==> config.mk <==
export PLATFORM = sky130hd
export DESIGN_NAME = fp_seq_ctrl
export DESIGN_NICKNAME = d
export VERILOG_FILES = /design/src/rtl/fp_ctrl_pkg.sv /design/src/rtl/fp_lat_counter.sv /design/src/rtl/fp_seq_ctrl.sv
export SDC_FILE = /design/constraint.sdc
export NUM_CORES = 1
export LEC_CHECK = 0
export BUFFER_PORTS_ARGS = -buffer_cell sky130_fd_sc_hd__buf_2
export CAP_MARGIN = 20
export CELL_PAD_IN_SITES_DETAIL_PLACEMENT = 1
export CELL_PAD_IN_SITES_GLOBAL_PLACEMENT = 1
export CORE_ASPECT_RATIO = 0.9
export CORE_MARGIN = 2
export CORE_UTILIZATION = 36
export DETAILED_ROUTE_END_ITERATION = 8
export PLACE_DENSITY = 0.77
export SLEW_MARGIN = 20
export SYNTH_ARGS = -nofsm -noshare
export SYNTH_HDL_FRONTEND = slang
export SYNTH_SLANG_ARGS = --single-unit
==> constraint.sdc <==
create_clock -name clk -period 2.2 [get_ports clk]
set_clock_uncertainty 0.05 [all_clocks]
set_input_delay 0.22 -clock clk [delete_from_list [all_inputs] [get_ports clk]]
set_output_delay 0.22 -clock clk [all_outputs]
set_load 0.005 [all_outputs]
==> src/rtl/fp_ctrl_pkg.sv <==
// fp_ctrl_pkg: shared OP-FP constants, enums and the funct5/funct3 decoder
package fp_ctrl_pkg;
  localparam logic [6:0] OP_FP     = 7'b1010011;
  localparam logic [4:0] F5_ADD    = 5'b00000;
  localparam logic [4:0] F5_SUB    = 5'b00001;
  localparam logic [4:0] F5_MUL    = 5'b00010;
  localparam logic [4:0] F5_DIV    = 5'b00011;
  localparam logic [4:0] F5_SQRT   = 5'b01011;
  localparam logic [4:0] F5_SGNJ   = 5'b00100;
  localparam logic [4:0] F5_MINMAX = 5'b00101;
  localparam logic [4:0] F5_CMP    = 5'b10100;
  localparam logic [4:0] F5_CVT0   = 5'b11000;
  localparam logic [4:0] F5_CVT1   = 5'b11010;
  localparam logic [4:0] F5_MVX    = 5'b11100;
  localparam logic [4:0] F5_CVT3   = 5'b11110;
  typedef enum logic [3:0] {
    OP_ADD = 4'd0, OP_MUL = 4'd1, OP_DIV = 4'd2, OP_SQRT = 4'd3, OP_SGNJ = 4'd4,
    OP_MINMAX = 4'd5, OP_CMP = 4'd6, OP_CVTMV = 4'd7, OP_CLASS = 4'd8, OP_ILL = 4'd15
  } fp_op_e;
  typedef enum logic [1:0] {S_IDLE, S_EXEC, S_WB} state_e;
  function automatic fp_op_e fp_decode(input logic [4:0] f5, input logic [2:0] f3);
    case (f5)
      F5_ADD, F5_SUB:             return OP_ADD;
      F5_MUL:                     return OP_MUL;
      F5_DIV:                     return OP_DIV;
      F5_SQRT:                    return OP_SQRT;
      F5_SGNJ:                    return OP_SGNJ;
      F5_MINMAX:                  return OP_MINMAX;
      F5_CMP:                     return OP_CMP;
      F5_CVT0, F5_CVT1, F5_CVT3:  return OP_CVTMV;
      F5_MVX:                     return f3 == 3'b001 ? OP_CLASS : OP_CVTMV;
      default:                    return OP_ILL;
    endcase
  endfunction
endpackage

==> src/rtl/fp_lat_counter.sv <==
// fp_lat_counter: loadable latency down-counter with terminal count at 1
// Ports: clk/rst (async high), i_load + i_load_val loads, i_dec decrements, o_tc flags count==1.
module fp_lat_counter #(
  parameter int CNT_W = 5
) (
  input  logic             clk,
  input  logic             rst,
  input  logic             i_load,
  input  logic [CNT_W-1:0] i_load_val,
  input  logic             i_dec,
  output logic             o_tc
);
  logic [CNT_W-1:0] r_cnt;
  always_ff @(posedge clk or posedge rst)
    if (rst) r_cnt <= '0;
    else if (i_load) r_cnt <= i_load_val;
    else if (i_dec) r_cnt <= r_cnt - CNT_W'(1);
  assign o_tc = r_cnt == CNT_W'(1);
endmodule

==> src/rtl/fp_seq_ctrl.sv <==
// fp_seq_ctrl: OP-FP decode and multi-cycle FMUL/FDIV/FSQRT sequencer
// Ports: instr_valid/opcode/funct5/funct3 from decode, flush aborts in-flight op;
// stall holds the pipeline, fp_start pulses the FP unit, fp_op/add_sub select the ALU op,
// fp_RegWrite enables FP writeback, busy = not idle, illegal flags unknown OP-FP funct5.
module fp_seq_ctrl
  import fp_ctrl_pkg::*;
#(
  parameter int MUL_LAT  = 3,
  parameter int DIV_LAT  = 12,
  parameter int SQRT_LAT = 16,
  parameter int CNT_W    = 5
) (
  input  logic       clk,
  input  logic       rst,
  input  logic       instr_valid,
  input  logic [6:0] opcode,
  input  logic [4:0] funct5,
  input  logic [2:0] funct3,
  input  logic       flush,
  output logic       stall,
  output logic       fp_start,
  output logic [3:0] fp_op,
  output logic       add_sub,
  output logic       fp_RegWrite,
  output logic       busy,
  output logic       illegal
);
  state_e           r_state, w_next;
  fp_op_e           r_op, w_dec;
  logic             w_fp, w_multi, w_load, w_dec_en, w_tc;
  logic [CNT_W-1:0] w_lat;
  assign w_dec   = fp_decode(funct5, funct3);
  assign w_fp    = instr_valid && opcode == OP_FP;
  assign w_multi = w_dec == OP_MUL || w_dec == OP_DIV || w_dec == OP_SQRT;
  // Counter is loaded with LAT-1 so EXEC spans T+1..T+LAT-1 and WB lands on T+LAT.
  assign w_lat   = w_dec == OP_MUL ? CNT_W'(MUL_LAT - 1) :
                   w_dec == OP_DIV ? CNT_W'(DIV_LAT - 1) : CNT_W'(SQRT_LAT - 1);
  assign busy    = r_state != S_IDLE;
  assign add_sub = r_state == S_IDLE && w_fp && w_dec == OP_ADD && funct5[0];
  fp_lat_counter #(.CNT_W(CNT_W)) u_cnt (
    .clk        (clk),
    .rst        (rst),
    .i_load     (w_load),
    .i_load_val (w_lat),
    .i_dec      (w_dec_en),
    .o_tc       (w_tc)
  );
  always_ff @(posedge clk or posedge rst)
    if (rst) begin
      r_state <= S_IDLE;
      r_op    <= OP_ADD;
    end else begin
      r_state <= w_next;
      if (w_load) r_op <= w_dec;
    end
  always_comb begin
    w_next      = r_state;
    stall       = 1'b0;
    fp_start    = 1'b0;
    fp_RegWrite = 1'b0;
    illegal     = 1'b0;
    fp_op       = '0;
    w_load      = 1'b0;
    w_dec_en    = 1'b0;
    case (r_state)
      S_IDLE: if (w_fp) begin
        fp_op   = w_dec;
        illegal = w_dec == OP_ILL;
        if (w_multi) begin
          stall    = 1'b1;
          fp_start = 1'b1;
          w_load   = 1'b1;
          w_next   = S_EXEC;
        end else fp_RegWrite = w_dec != OP_ILL;
      end
      S_EXEC: begin
        stall    = 1'b1;
        fp_op    = r_op;
        w_next   = w_tc ? S_WB : S_EXEC;
        w_dec_en = !w_tc;
      end
      S_WB: begin
        fp_RegWrite = 1'b1;
        fp_op       = r_op;
        w_next      = S_IDLE;
      end
      default: w_next = S_IDLE;
    endcase
    // Flush kills any start, stall and writeback this cycle; decode outputs stay visible.
    if (flush) begin
      w_next      = S_IDLE;
      stall       = 1'b0;
      fp_start    = 1'b0;
      fp_RegWrite = 1'b0;
      w_load      = 1'b0;
      w_dec_en    = 1'b0;
    end
  end
endmodule

Word-level counts from Yosys, hierarchy flattened
Cells that the tools add are included.

Register bits: 11. Input port bits: 19.

Add/sub/neg operators: 1. Equal/unequal tests: 23. Muxes and demuxes: 27. Reductions and logical operators: 16.

Operators by type and width (number): one-hot mux 4 bit (9 select lines) (1); equality test 5 bit (second input constant) (5); two-way mux 1 bit (12); two-way mux 4 bit (3); equality test 5 x 1 -> 1 bit (second input constant) (2); equality test 5 x 2 -> 1 bit (second input constant) (2); equality test 5 x 3 -> 1 bit (second input constant) (2); two-way mux 5 bit (2); equality test 4 x 2 -> 1 bit (second input constant) (2); two-way mux 2 bit (4); one-hot mux 4 bit (2 select lines) (1); equality test 7 bit (second input constant) (1); inequality test 3 bit (second input constant) (2); equality test 5 x 4 -> 1 bit (second input constant) (1); zero test 5 bit (1); subtractor 5 x 1 -> 5 bit (second input constant) (1); equality test 4 x 1 -> 1 bit (second input constant) (1); equality test 4 bit (second input constant) (1); logical AND 1 bit (4); zero test 4 bit (1); inequality test 4 bit (second input constant) (1); one-hot mux 1 bit (2 select lines) (2); one-hot mux 2 bit (2 select lines) (1); nonzero test 2 bit (2); 10 further kinds (12).

Longest topological paths before layout
Gate-level depths: netlist of the first run.

Depth after elaboration: 11. Gate-level depth with buffers: 7.

Modules after synthesis
From an unflattened synthesis of the first run, not the netlist that was laid out.

Cell total of the unflattened synthesis: 112. Area, all modules: 949.7 µm².

Modules (own cells, without submodules): fp_seq_ctrl (times used 1, area each 645.6 µm², seq. area each 150.1 µm², cells an instance 82); fp_lat_counter (times used 1, area each 304.0 µm², seq. area each 125.1 µm², cells an instance 30).

Worst setup path before layout of the first run
No wires, ideal clock.

Path kind: input -> output. Start: in opcode[3]. End: out fp_op[3]. Setup slack: 0.346 ns. Stages: 4. Arrival time: 1.584 ns. Path buffers: 0. Required time: 1.930 ns. Path through: or4b_4 nor3_4 or4b_1 a21oi_1.

Word-level cells in the longest chain between the ends: 4.

Ends and longest elaborated chain: start: declaration (RTL line fp_seq_ctrl.sv:16) `input logic [6:0] opcode,`; equality test 7 bit (RTL line fp_seq_ctrl.sv:33) `assign w_fp = instr_valid && opcode == OP_FP;`; logical AND 1 bit (RTL line fp_seq_ctrl.sv:33); two-way mux 4 bit (RTL line fp_seq_ctrl.sv:66) `S_IDLE: if (w_fp) begin`; one-hot mux 4 bit (2 select lines) (RTL line fp_seq_ctrl.sv:65) `case (r_state)`; end: declaration (RTL line fp_seq_ctrl.sv:22) `output logic [3:0] fp_op,`.

No other way between the ends.

Worst setup path in the final report of the first run
Start: reg r_state[0]. End: out fp_op[3].

Word-level cells in the longest chain between the ends: 3. Elaborated cells between the ends (all ways): 5.

Ends and longest elaborated chain: start: declaration (RTL line fp_seq_ctrl.sv:28) `state_e r_state, w_next;`; start signal: assignment (RTL line fp_seq_ctrl.sv:53) `r_state <= w_next;`; equality test 2 x 1 -> 1 bit or equality test 2 bit (tied branches) (RTL line fp_seq_ctrl.sv:65); OR reduction 2 bit (no source line); one-hot mux 4 bit (2 select lines) (*) (RTL line fp_seq_ctrl.sv:65).

Mark *: on every way between the ends. The rest lies on a longest branch, timed or not.

==> results of run 1 <==
==> worst min-delay path, cell delays in order <==
cell and delay [ps]:
sky130_fd_sc_hd__buf_2 110, sky130_fd_sc_hd__nand2b_1 130, sky130_fd_sc_hd__nor2_1 50, sky130_fd_sc_hd__o21ai_0 60, sky130_fd_sc_hd__o31ai_1 70
==> flip-flops by register name, indices dropped and copies added (netlist names) <==
name and count:
r_op 4, r_state 2, u_cnt.r_cnt 5
==> timing repair <==
action | 4_1_cts | 5_1_grt
setup endpoints to repair | 1 | 1
buffers inserted | 2 | 3
pin swaps | 1 | 2
hold buffers | 1 | 0
endpoints found under the hold margin | 11 | 0
gates resized for setup | 1 | 4
==> Yosys cell counts, drive strengths merged (3+ instances only) <==
cell type	n	area, um^2
inv	8	30.0
nor3	5	47.5
or4b	3	33.8
nand3	3	15.0
a21oi	8	43.8
xor2	3	26.3
nand2b	4	25.0
nand2	7	26.3
nor2	8	30.0
dfrtp	11	275
o21ai	4	20.0
ha	6	75.1
nand4	3	18.8
==> cell families (layout without fill, tap and decap cells) <==
logic type	after synthesis	in the layout
AND/OR/NAND/NOR	49	49
AO/OA/AOI/OAI	23	23
buffers and inverters	12	51
flip-flops	11	11
adder cells (fa/ha/maj)	6	6
XOR/XNOR	4	4
==> final timing paths <==
check | cells after the start | slack, ps | startpoint | endpoint
setup / recovery | 7 | 80 | r_state[0] | fp_op[3]
hold / removal | 5 | 360 | flush | r_state[1]
setup reg to reg | 6 | 440 | u_cnt.r_cnt[1] | u_cnt.r_cnt[0]
hold reg to reg | 1 | 460 | r_op[3] | r_op[3]
max in group asynchronous | 3 | 1370 | rst | r_op[1]
min in group asynchronous | 3 | 430 | rst | r_state[1]
==> power by group through the flow <==
stage	logic, mW	clock network (mW)	registers, mW
global placement	0.356	0	0.287
detailed placement	0.381	0	0.293
floorplan	0.262	0	0.279
global route	0.521	0.158	0.289
finish	0.459	0.140	0.283
CTS	0.413	0.146	0.281
==> cells in the final DEF (no fill, tap or decap), drive strengths merged, types with 4 or more instances in the layout <==
master  instances
dfrtp          11
inv             8
nor3            5
o21ai           4
nand2b          4
nand2           7
buf            37
ha              6
nor2            8
a21oi           8
==> layer usage <==
| layer | global-route usage [%] | part of all wire (%) |
|---|---|---|
| met5 | 0 | 0 |
| met4 | 2.33 | 0 |
| met3 | 4.73 | 4.9 |
| met2 | 29.9 | 47 |
| met1 | 23.8 | 48 |
==> layout make-up <==
cell class              instances  share of cell area (%)
flip-flops and latches         11                    23.0
clock buffers                   3                    1.88
multi-input cells              82                    50.6
inverters                       9                    2.93
repair buffers                 38                    18.2
well taps                      28                    2.93
clock inverters                 1                   0.419
==> metrics by stage <==
step | std cells | setup slack [ps] | power (mW) | cell area [um^2] | utilization (%)
floorplan | 105 | 346 | 0.541 | 917 | -
global placement | 162 | 173 | 0.644 | 1110 | 45.3
detailed placement | 162 | 161 | 0.674 | 1110 | 45.3
CTS | 169 | 54.0 | 0.839 | 1160 | 47.4
global route | 172 | 9.28 | 0.968 | 1190 | 48.8
finish | 172 | 84.9 | 0.881 | 1190 | 48.8
==> impl_metrics.prom, run 1 <==
# TYPE chip_impl_metric gauge
chip_impl_metric{name="setup_viol_count_final",unit=""} 0
chip_impl_metric{name="cts-buffers-inserted",unit=""} 3
chip_impl_metric{name="initial_core_util",unit="%"} 37.5
chip_impl_metric{name="flow.area_growth_from_synthesis",unit="%"} 30.3
chip_impl_metric{name="simple_gate_portion_of_the_synthesized_area",unit="%"} 36.2
chip_impl_metric{name="antenna_violations_before_repair",unit=""} 0
chip_impl_metric{name="cp.required",unit="ps"} 1930
chip_impl_metric{name="drc",unit=""} 0
chip_impl_metric{name="max_freq",unit="GHz"} 0.473
chip_impl_info{name="cell_chain_of_the_critical_path",value="inv_2 -> ha_4 -> inv_2 -> nor3_4 -> or4b_1 -> a21oi_1 -> buf_2"} 1
chip_impl_metric{name="via_count",unit=""} 930
chip_impl_info{name="cts_tree",value="yes"} 1
chip_impl_metric{name="drt.antenna.violating_nets",unit=""} 0
chip_impl_info{name="unrepaired_setup_endpoints_after_global_routing",value="no"} 1
chip_impl_metric{name="synth_nets",unit=""} 130
chip_impl_metric{name="synthAdderAreaFrac",unit="%"} 8.19
chip_impl_metric{name="num_rows",unit=""} 17
chip_impl_metric{name="period_share",unit="%"} 96.1
chip_impl_info{name="cpMaxStageDelayCell",value="sky130_fd_sc_hd__or4b_1"} 1
chip_impl_metric{name="globalplace.congestion",unit=""} 0.829
chip_impl_metric{name="p_switching",unit="uW"} 350
chip_impl_metric{name="synth_warnings",unit=""} 0
chip_impl_metric{name="wl",unit="um"} 2490
chip_impl_metric{name="synth.yosys.seq_area_share",unit="%"} 30.0
chip_impl_metric{name="share_of_the_synthesized_area_in_compound_gates_ao_oa_aoi_oai",unit="%"} 16.4
chip_impl_metric{name="globalRoute.totalOverflow",unit=""} 0
chip_impl_metric{name="finalSetupTns",unit="ps"} 0
chip_impl_metric{name="power.share.clock",unit="%"} 15.8
chip_impl_metric{name="cell_internal_pwr",unit="uW"} 531
chip_impl_metric{name="critical_path.n_buffers_inverters",unit=""} 3
chip_impl_metric{name="viasPerCell",unit=""} 5.41
chip_impl_metric{name="p_sw_share",unit="%"} 39.7
chip_impl_metric{name="post_route_cells_drive_above_1_share",unit="%"} 38.9
chip_impl_metric{name="peakVddDrop",unit="mV"} 0.539
chip_impl_metric{name="chip_height",unit="um"} 51.9
chip_impl_info{name="synth_top_family_by_area",value="simple AND/OR/NAND/NOR gates"} 1
chip_impl_metric{name="crit_arrival",unit="ps"} 1850
chip_impl_metric{name="floorplan.die_area",unit="mm^2"} 0.00297
chip_impl_metric{name="number_of_flops_mapped_to_enable_cells_by_yosys",unit=""} 0
chip_impl_metric{name="n_fill_cell",unit=""} 319
chip_impl_metric{name="nNetsFinal",unit=""} 170
chip_impl_info{name="crit_family",value="simple AND/OR/NAND/NOR gates"} 1
chip_impl_metric{name="synth_async_sr_flop_share",unit="%"} 100
chip_impl_info{name="timing.critical_path.mode_cell",value="sky130_fd_sc_hd__inv_2"} 1
chip_impl_metric{name="grt_pass1_vias",unit=""} 892
chip_impl_metric{name="dr.first_iter.drc_count",unit=""} 8
chip_impl_info{name="critPathLaunchType",value="register"} 1
chip_impl_info{name="worstSetupEndpointType",value="output port"} 1
chip_impl_info{name="timing.setup.critical_path_class",value="register to output port"} 1
chip_impl_metric{name="clock_tree.htree_level_count",unit=""} 1
chip_impl_metric{name="timing_max_transition_violations_final",unit=""} 0
chip_impl_metric{name="first_pass_grt_wire_length",unit="um"} 4080
chip_impl_metric{name="clk_pin_slew_worst_paths",unit="ps"} 70
chip_impl_info{name="path_class_of_the_lowest_slack_min_delay_path",value="input port to register"} 1
chip_impl_metric{name="clock_sink_count",unit=""} 11
chip_impl_metric{name="port_buffer_count",unit=""} 28
chip_impl_metric{name="power_density",unit="mW/mm^2"} 737
chip_impl_metric{name="detailed_place_hpwl",unit="um"} 2020
chip_impl_metric{name="drtPass1Iterations",unit=""} 4
chip_impl_metric{name="finalHoldViolations",unit=""} 0
chip_impl_metric{name="wire_per_inst",unit="um"} 14.5
chip_impl_info{name="postSynth.topFlopCell",value="sky130_fd_sc_hd__dfrtp_1"} 1
chip_impl_metric{name="critPathMaxStageDelay",unit="ps"} 450
chip_impl_info{name="outcome",value="finished clean"} 1
chip_impl_metric{name="ys_types",unit=""} 42
chip_impl_metric{name="area_of_combinational_cells_with_multiple_inputs",unit="um^2"} 604
chip_impl_metric{name="comb_pwr_share",unit="%"} 52.1
chip_impl_metric{name="max_cap_violations",unit=""} 0
chip_impl_metric{name="muxShareOfSynthArea",unit="%"} 0
chip_impl_metric{name="clkLatencyLatePin",unit="ps"} 270
chip_impl_metric{name="power.static_leakage",unit="nW"} 0.578
chip_impl_metric{name="core_area",unit="mm^2"} 0.00245
chip_impl_metric{name="ff_latch_area",unit="um^2"} 275
chip_impl_metric{name="synthXorXnorAreaFrac",unit="%"} 3.82
chip_impl_metric{name="grt_max_degree",unit=""} 12
chip_impl_metric{name="synthesis.instances",unit=""} 105
chip_impl_metric{name="fin_hold_ws",unit="ps"} 358
chip_impl_metric{name="crit_path_max_fanout",unit=""} 2
chip_impl_metric{name="boundaryPins",unit=""} 29
chip_impl_metric{name="syn_area_per_cell",unit="um^2"} 8.73
chip_impl_metric{name="antennaDiodeCount",unit=""} 0
chip_impl_metric{name="synth-seq-cells",unit=""} 11
chip_impl_metric{name="maximum_number_of_buffers_from_clock_root_to_sink",unit=""} 2
chip_impl_metric{name="post-route-min-period",unit="ps"} 2120
chip_impl_metric{name="maxSlewHeadroom",unit="%"} 65.2
chip_impl_metric{name="tightest_slew",unit="ps"} 516
chip_impl_metric{name="netlist_area",unit="um^2"} 917
chip_impl_metric{name="die_width",unit="um"} 57.2
chip_impl_info{name="cts_root_buffer",value="sky130_fd_sc_hd__clkbuf_4"} 1
chip_impl_metric{name="global_route.usage.total",unit="%"} 17.8
chip_impl_metric{name="pwr-share-seq",unit="%"} 32.1
(Power assumes the default switching activity.)
==> inputs of run 2 (changes only) <==
==> constraint.sdc (replaced) <==
create_clock -name clk -period 2.2 [get_ports clk]
set_clock_uncertainty 0.05 [all_clocks]
set_input_delay 0.33 -clock clk [delete_from_list [all_inputs] [get_ports clk]]
set_output_delay 0.33 -clock clk [all_outputs]
set_load 0.005 [all_outputs]
==> impl_metrics.prom, run 2 (synthesis results as in run 1) <==
# TYPE chip_impl_metric gauge
chip_impl_metric{name="globalRoute.totalOverflow",unit=""} 0
chip_impl_metric{name="wire_per_inst",unit="um"} 15.4
chip_impl_metric{name="clock_sink_count",unit=""} 11
chip_impl_metric{name="antennaDiodeCount",unit=""} 0
chip_impl_metric{name="core_area",unit="mm^2"} 0.00245
chip_impl_metric{name="viasPerCell",unit=""} 5.44
chip_impl_metric{name="port_buffer_count",unit=""} 28
chip_impl_metric{name="setup_slack_of_the_critical_path_after_layout",unit="ps"} -104
chip_impl_info{name="cts_root_buffer",value="sky130_fd_sc_hd__clkbuf_4"} 1
chip_impl_info{name="mostFrequentLayoutCells",value="27 x sky130_fd_sc_hd__buf_2, 13 x sky130_fd_sc_hd__buf_4, 11 x sky130_fd_sc_hd__dfrtp_1"} 1
chip_impl_metric{name="power.static_leakage",unit="nW"} 0.596
chip_impl_metric{name="die_width",unit="um"} 57.2
chip_impl_metric{name="maximum_number_of_buffers_from_clock_root_to_sink",unit=""} 2
chip_impl_metric{name="clkLatencyLatePin",unit="ps"} 270
chip_impl_metric{name="global_route.usage.total",unit="%"} 19.1
chip_impl_info{name="critPathLaunchType",value="register"} 1
chip_impl_metric{name="fin_hold_ws",unit="ps"} -6.19
chip_impl_metric{name="first_pass_grt_wire_length",unit="um"} 4340
chip_impl_metric{name="initial_core_util",unit="%"} 37.5
chip_impl_metric{name="antenna_violations_before_repair",unit=""} 0
chip_impl_metric{name="placement.cell_area",unit="mm^2"} 0.00111
chip_impl_metric{name="stdcell_area",unit="mm^2"} 0.00124
chip_impl_metric{name="post-route-min-period",unit="ps"} 2300
chip_impl_metric{name="worst-r2r-setup-slack",unit="ps"} 440
chip_impl_metric{name="peakVddDrop",unit="mV"} 0.614
chip_impl_info{name="critPathCapture",value="fp_op[3]"} 1
chip_impl_metric{name="chip_height",unit="um"} 51.9
chip_impl_metric{name="grt_pass1_vias",unit=""} 917
chip_impl_metric{name="power_density",unit="mW/mm^2"} 758
chip_impl_info{name="largest_register",value="u_cnt.r_cnt"} 1
chip_impl_info{name="startpoint",value="r_state[1]"} 1
chip_impl_metric{name="grt_max_degree",unit=""} 12
chip_impl_info{name="rr_startpoint",value="u_cnt.r_cnt[1]"} 1
chip_impl_metric{name="flow.area_growth_from_synthesis",unit="%"} 35.5
chip_impl_metric{name="wl",unit="um"} 2700
chip_impl_info{name="path_class_of_the_lowest_slack_min_delay_path",value="input port to async pin"} 1
chip_impl_info{name="worstReg2RegEnd",value="u_cnt.r_cnt[0]"} 1
chip_impl_metric{name="max_reg_flops",unit=""} 5
chip_impl_metric{name="drc",unit=""} 0
chip_impl_info{name="worstSetupEndpointType",value="output port"} 1
chip_impl_metric{name="n_fill_cell",unit=""} 310
chip_impl_metric{name="period_share",unit="%"} 105
chip_impl_info{name="timing.setup.critical_path_class",value="register to output port"} 1
chip_impl_metric{name="detailed_place_hpwl",unit="um"} 2030
chip_impl_metric{name="cp.required",unit="ps"} 1820
chip_impl_metric{name="via_count",unit=""} 952
chip_impl_metric{name="crit_arrival",unit="ps"} 1920
chip_impl_metric{name="reg2regPathDepth",unit=""} 6
chip_impl_metric{name="clock_tree.htree_level_count",unit=""} 1
chip_impl_metric{name="tightest_slew",unit="ps"} 442
chip_impl_metric{name="area_of_combinational_cells_with_multiple_inputs",unit="um^2"} 624
chip_impl_info{name="unrepaired_setup_endpoints_after_global_routing",value="yes"} 1
chip_impl_info{name="outcome",value="finished, violations left"} 1
chip_impl_info{name="final_common_cell",value="sky130_fd_sc_hd__buf_2"} 1
chip_impl_metric{name="crit_path_max_fanout",unit=""} 3
chip_impl_metric{name="drtPass1Iterations",unit=""} 4
chip_impl_metric{name="max_cap_violations",unit=""} 0
chip_impl_metric{name="cts_hold_buf",unit=""} 0
chip_impl_info{name="violated_checks",value="negative hold slack, negative setup slack"} 1
chip_impl_metric{name="post_route_cells_drive_above_1_share",unit="%"} 42.9
chip_impl_metric{name="cts-buffers-inserted",unit=""} 3
chip_impl_metric{name="globalplace.congestion",unit=""} 0.809
chip_impl_metric{name="ff_latch_area",unit="um^2"} 275
chip_impl_metric{name="clk_pin_slew_worst_paths",unit="ps"} 70
chip_impl_metric{name="drt.antenna.violating_nets",unit=""} 0
chip_impl_metric{name="nNetsFinal",unit=""} 173
chip_impl_metric{name="final_util",unit="%"} 50.8
chip_impl_metric{name="timing_max_transition_violations_final",unit=""} 0
chip_impl_metric{name="boundaryPins",unit=""} 29
chip_impl_metric{name="num_rows",unit=""} 17
chip_impl_info{name="cts_tree",value="yes"} 1
chip_impl_metric{name="setup_viol_count_final",unit=""} 1
chip_impl_metric{name="finalHoldViolations",unit=""} 11
chip_impl_metric{name="dr.first_iter.drc_count",unit=""} 24
chip_impl_metric{name="floorplan.die_area",unit="mm^2"} 0.00297
chip_impl_metric{name="max_freq",unit="GHz"} 0.434
chip_impl_info{name="reg.largest.list",value="u_cnt.r_cnt x5, r_op x4, r_state x2"} 1
chip_impl_metric{name="maxSlewHeadroom",unit="%"} 70.5
-- run 2: where the power goes --
| group | switching (mW) | internal (mW) |
|---|---|---|
| sequential | 0.0346 | 0.246 |
| combinational | 0.261 | 0.259 |
| clock | 0.0710 | 0.0703 |
-- run 2: worst max-delay path, cell delays in order, from the launching register on --
cell and delay, ps:
sky130_fd_sc_hd__dfrtp_1 400, sky130_fd_sc_hd__inv_2 100, sky130_fd_sc_hd__ha_4 150, sky130_fd_sc_hd__inv_4 40, sky130_fd_sc_hd__nor3_4 210, sky130_fd_sc_hd__or4b_4 490, sky130_fd_sc_hd__a21oi_2 140, sky130_fd_sc_hd__buf_2 120
-- run 2: worst min-delay path by stage --
stage	slack, ps	end	from	cells past startpoint
global route	30	u_cnt.r_cnt[1]	rst	2
global placement	290	u_cnt.r_cnt[1]	rst	2
CTS	8	r_op[3]	rst	2
finish	-6	u_cnt.r_cnt[3]	rst	2
floorplan	130	r_op[0]	rst	1
detailed placement	310	r_op[3]	rst	2
-- run 2: layer usage --
metal	vias up	routed length [um]	GRT usage (%)	share of wire (%)
met5	-	0	0	0
met2	23	1340	32.0	49
met1	463	1260	26.1	47
met3	2	95	3.73	3.5
li1	464	-	-	-
met4	0	12	3.49	0.44
-- run 2: repair_timing --
action                                  4_1_cts  5_1_grt
gates cloned                                  0        0
gates resized for setup                       4        7
endpoints found under the setup margin        4        2
pin swaps                                     5        4
buffers inserted                              3        6
-- run 2: stage by stage --
| step | TNS, ps | std cells | hold slack (ps) | worst slack, ps | total power, mW |
|---|---|---|---|---|---|
| 2_1_floorplan | 0 | 105 | 132 | 126 | 0.541 |
| 3_3_place_gp | -35.1 | 163 | 292 | -35.1 | 0.644 |
| 3_5_place_dp | -46.3 | 163 | 308 | -46.3 | 0.666 |
| 4_1_cts | -106 | 169 | 7.68 | -106 | 0.832 |
| 5_1_grt | -197 | 175 | 27.4 | -164 | 1.03 |
| 6_report | -104 | 175 | -6.19 | -104 | 0.942 |
-- run 2: cell type report --
type	count	area share, %
Multi-Input combinational cell	82	50.3
Sequential cell	11	22.2
Timing Repair Buffer	41	19.6
Inverter	9	3.02
Tap cell	28	2.82
Clock buffer	4	2.11
==> inputs of run 3 (changes only) <==
--- a/config.mk
+++ b/config.mk
@@ -9,11 +9,13 @@
 export CAP_MARGIN = 20
 export CELL_PAD_IN_SITES_DETAIL_PLACEMENT = 1
 export CELL_PAD_IN_SITES_GLOBAL_PLACEMENT = 1
-export CORE_ASPECT_RATIO = 0.9
+export CORE_ASPECT_RATIO = 1.1
 export CORE_MARGIN = 2
 export CORE_UTILIZATION = 36
 export DETAILED_ROUTE_END_ITERATION = 8
 export PLACE_DENSITY = 0.77
+export REMOVE_ABC_BUFFERS = 1
+export SKIP_CTS_REPAIR_TIMING = 1
 export SLEW_MARGIN = 20
 export SYNTH_ARGS = -nofsm -noshare
 export SYNTH_HDL_FRONTEND = slang
==> impl_metrics.prom, run 3 (synthesis results as in run 1) <==
# TYPE chip_impl_metric gauge
chip_impl_metric{name="drc",unit=""} 0
chip_impl_info{name="cts_tree",value="yes"} 1
chip_impl_metric{name="maxSlewHeadroom",unit="%"} 66.1
chip_impl_metric{name="setup_viol_count_final",unit=""} 2
chip_impl_metric{name="drt.antenna.violating_nets",unit=""} 0
chip_impl_info{name="outcome",value="finished, violations left"} 1
chip_impl_metric{name="wire_per_inst",unit="um"} 13.7
chip_impl_info{name="final_common_cell",value="sky130_fd_sc_hd__buf_2"} 1
chip_impl_metric{name="flow.area_growth_from_synthesis",unit="%"} 33.6
chip_impl_metric{name="clk_pin_slew_worst_paths",unit="ps"} 70
chip_impl_metric{name="post_route_cells_drive_above_1_share",unit="%"} 40.7
chip_impl_metric{name="crit_arrival",unit="ps"} 1910
chip_impl_metric{name="power.static_leakage",unit="nW"} 0.591
chip_impl_metric{name="timing_max_transition_violations_final",unit=""} 0
chip_impl_metric{name="post-route-min-period",unit="ps"} 2290
chip_impl_metric{name="global_route.usage.total",unit="%"} 16.7
chip_impl_metric{name="chip_height",unit="um"} 56.9
chip_impl_metric{name="max_reg_flops",unit=""} 5
chip_impl_info{name="largest_register",value="u_cnt.r_cnt"} 1
chip_impl_metric{name="n_fill_cell",unit=""} 309
chip_impl_metric{name="period_share",unit="%"} 104
chip_impl_metric{name="fin_hold_ws",unit="ps"} -5.48
chip_impl_metric{name="critPathMaxStageDelay",unit="ps"} 550
chip_impl_metric{name="dr.first_iter.drc_count",unit=""} 9
chip_impl_metric{name="antenna_violations_before_repair",unit=""} 0
chip_impl_metric{name="boundaryPins",unit=""} 29
chip_impl_metric{name="finalHoldViolations",unit=""} 9
chip_impl_metric{name="globalplace.congestion",unit=""} 0.727
chip_impl_metric{name="globalRoute.totalOverflow",unit=""} 0
chip_impl_metric{name="wl",unit="um"} 2420
chip_impl_metric{name="tightest_slew",unit="ps"} 504
chip_impl_info{name="rr_startpoint",value="u_cnt.r_cnt[1]"} 1
chip_impl_metric{name="power_density",unit="mW/mm^2"} 676
chip_impl_metric{name="crit_path_max_fanout",unit=""} 2
chip_impl_info{name="reg.largest.list",value="u_cnt.r_cnt x5, r_op x4, r_state x2"} 1
chip_impl_info{name="cts_root_buffer",value="sky130_fd_sc_hd__clkbuf_4"} 1
chip_impl_metric{name="floorplan.die_area",unit="mm^2"} 0.00297
chip_impl_metric{name="setup_slack_of_the_critical_path_after_layout",unit="ps"} -93.3
chip_impl_metric{name="grt_max_degree",unit=""} 12
chip_impl_metric{name="cp.required",unit="ps"} 1820
chip_impl_metric{name="maximum_number_of_buffers_from_clock_root_to_sink",unit=""} 2
chip_impl_metric{name="clkLatencyLatePin",unit="ps"} 260
chip_impl_info{name="worstSetupEndpointType",value="output port"} 1
chip_impl_metric{name="core_area",unit="mm^2"} 0.00245
chip_impl_metric{name="clock_sink_count",unit=""} 11
chip_impl_info{name="unrepaired_setup_endpoints_after_global_routing",value="yes"} 1
chip_impl_metric{name="finalSetupTns",unit="ps"} -126
chip_impl_metric{name="clock_tree.htree_level_count",unit=""} 1
chip_impl_metric{name="detailed_place_hpwl",unit="um"} 1930
chip_impl_metric{name="port_buffer_count",unit=""} 28
chip_impl_info{name="mostFrequentLayoutCells",value="27 x sky130_fd_sc_hd__buf_2, 11 x sky130_fd_sc_hd__dfrtp_1, 10 x sky130_fd_sc_hd__buf_4"} 1
chip_impl_metric{name="drtPass1Iterations",unit=""} 4
chip_impl_metric{name="initial_core_util",unit="%"} 37.5
chip_impl_info{name="critPathLaunchType",value="input port"} 1
chip_impl_metric{name="cts-buffers-inserted",unit=""} 3
chip_impl_metric{name="via_count",unit=""} 939
chip_impl_metric{name="num_rows",unit=""} 19
chip_impl_info{name="worstReg2RegEnd",value="u_cnt.r_cnt[2]"} 1
chip_impl_metric{name="antennaDiodeCount",unit=""} 0
chip_impl_metric{name="worst-r2r-setup-slack",unit="ps"} 460
chip_impl_metric{name="fin_total_pwr",unit="uW"} 827
chip_impl_metric{name="max_cap_violations",unit=""} 0
chip_impl_metric{name="nNetsFinal",unit=""} 171
chip_impl_metric{name="reg2regPathDepth",unit=""} 6
chip_impl_metric{name="die_width",unit="um"} 52.1
chip_impl_metric{name="first_pass_grt_wire_length",unit="um"} 3840
chip_impl_metric{name="viasPerCell",unit=""} 5.34
chip_impl_info{name="path_class_of_the_lowest_slack_min_delay_path",value="input port to async pin"} 1
chip_impl_metric{name="max_freq",unit="GHz"} 0.436
chip_impl_info{name="cell_chain_of_the_critical_path",value="buf_6 -> or4b_4 -> nor3_4 -> or4b_1 -> a21oi_1 -> buf_2"} 1
chip_impl_info{name="violated_checks",value="negative hold slack, negative setup slack"} 1
chip_impl_info{name="cpMaxStageDelayCell",value="sky130_fd_sc_hd__or4b_4"} 1
chip_impl_metric{name="grt_pass1_vias",unit=""} 907
chip_impl_metric{name="peakVddDrop",unit="mV"} 0.475
chip_impl_info{name="timing.setup.critical_path_class",value="input port to output port"} 1
-- run 3: per-layer routing --
| metal | global-route usage [%] | vias to the layer above | part of all wire, % |
|---|---|---|---|
| met3 | 2.09 | 2 | 4.4 |
| met2 | 32.2 | 29 | 55 |
| li1 | - | 461 | - |
| met1 | 19.3 | 447 | 39 |
| met5 | 0 | - | 0 |
| met4 | 3.38 | 0 | 0.70 |
-- run 3: worst max-delay path: cells and delay by family --
kind                   cells  cell delay (ps)
AO/OA/AOI/OAI              1              130
AND/OR/NAND/NOR            3             1240
buffers and inverters      2              210
-- run 3: layout make-up --
class / instances / area (um^2) / share of cell area [%]
multi-input combinational: 82 / 617 / 50.4
sequential: 11 / 275 / 22.5
timing repair buffer: 39 / 233 / 19.0
tap: 31 / 38.8 / 3.17
inverter: 9 / 35.0 / 2.86
clock buffer: 4 / 26.3 / 2.15
-- run 3: worst max-delay path by stage --
stage	startpoint	to	slack, ps	cells past startpoint
floorplan	opcode[3]	fp_op[3]	130	4
global placement	opcode[3]	fp_op[3]	-30	6
detailed placement	opcode[3]	fp_op[3]	-50	6
CTS	r_state[1]	fp_op[3]	-170	7
global route	opcode[5]	fp_op[3]	-150	6
finish	opcode[5]	fp_op[3]	-90	6
-- run 3: power by group --
group	switching (mW)	internal (mW)	total, mW
clock	0.0611	0.0700	0.131
combinational	0.225	0.187	0.412
sequential	0.0380	0.246	0.284
-- run 3: through the flow --
stage | setup WS, ps | area (um^2) | hold WS (ps) | utilization [%] | cells
after floorplan | 126 | 902 | 132 | - | 102
after global placement | -34.5 | 1150 | 284 | 46.9 | 170
after detailed placement | -51.6 | 1150 | 291 | 46.9 | 170
after CTS | -166 | 1170 | 4.58 | 48.0 | 174
after global routing | -151 | 1220 | 23.7 | 50.0 | 176
final | -93.3 | 1220 | -5.48 | 50.0 | 176
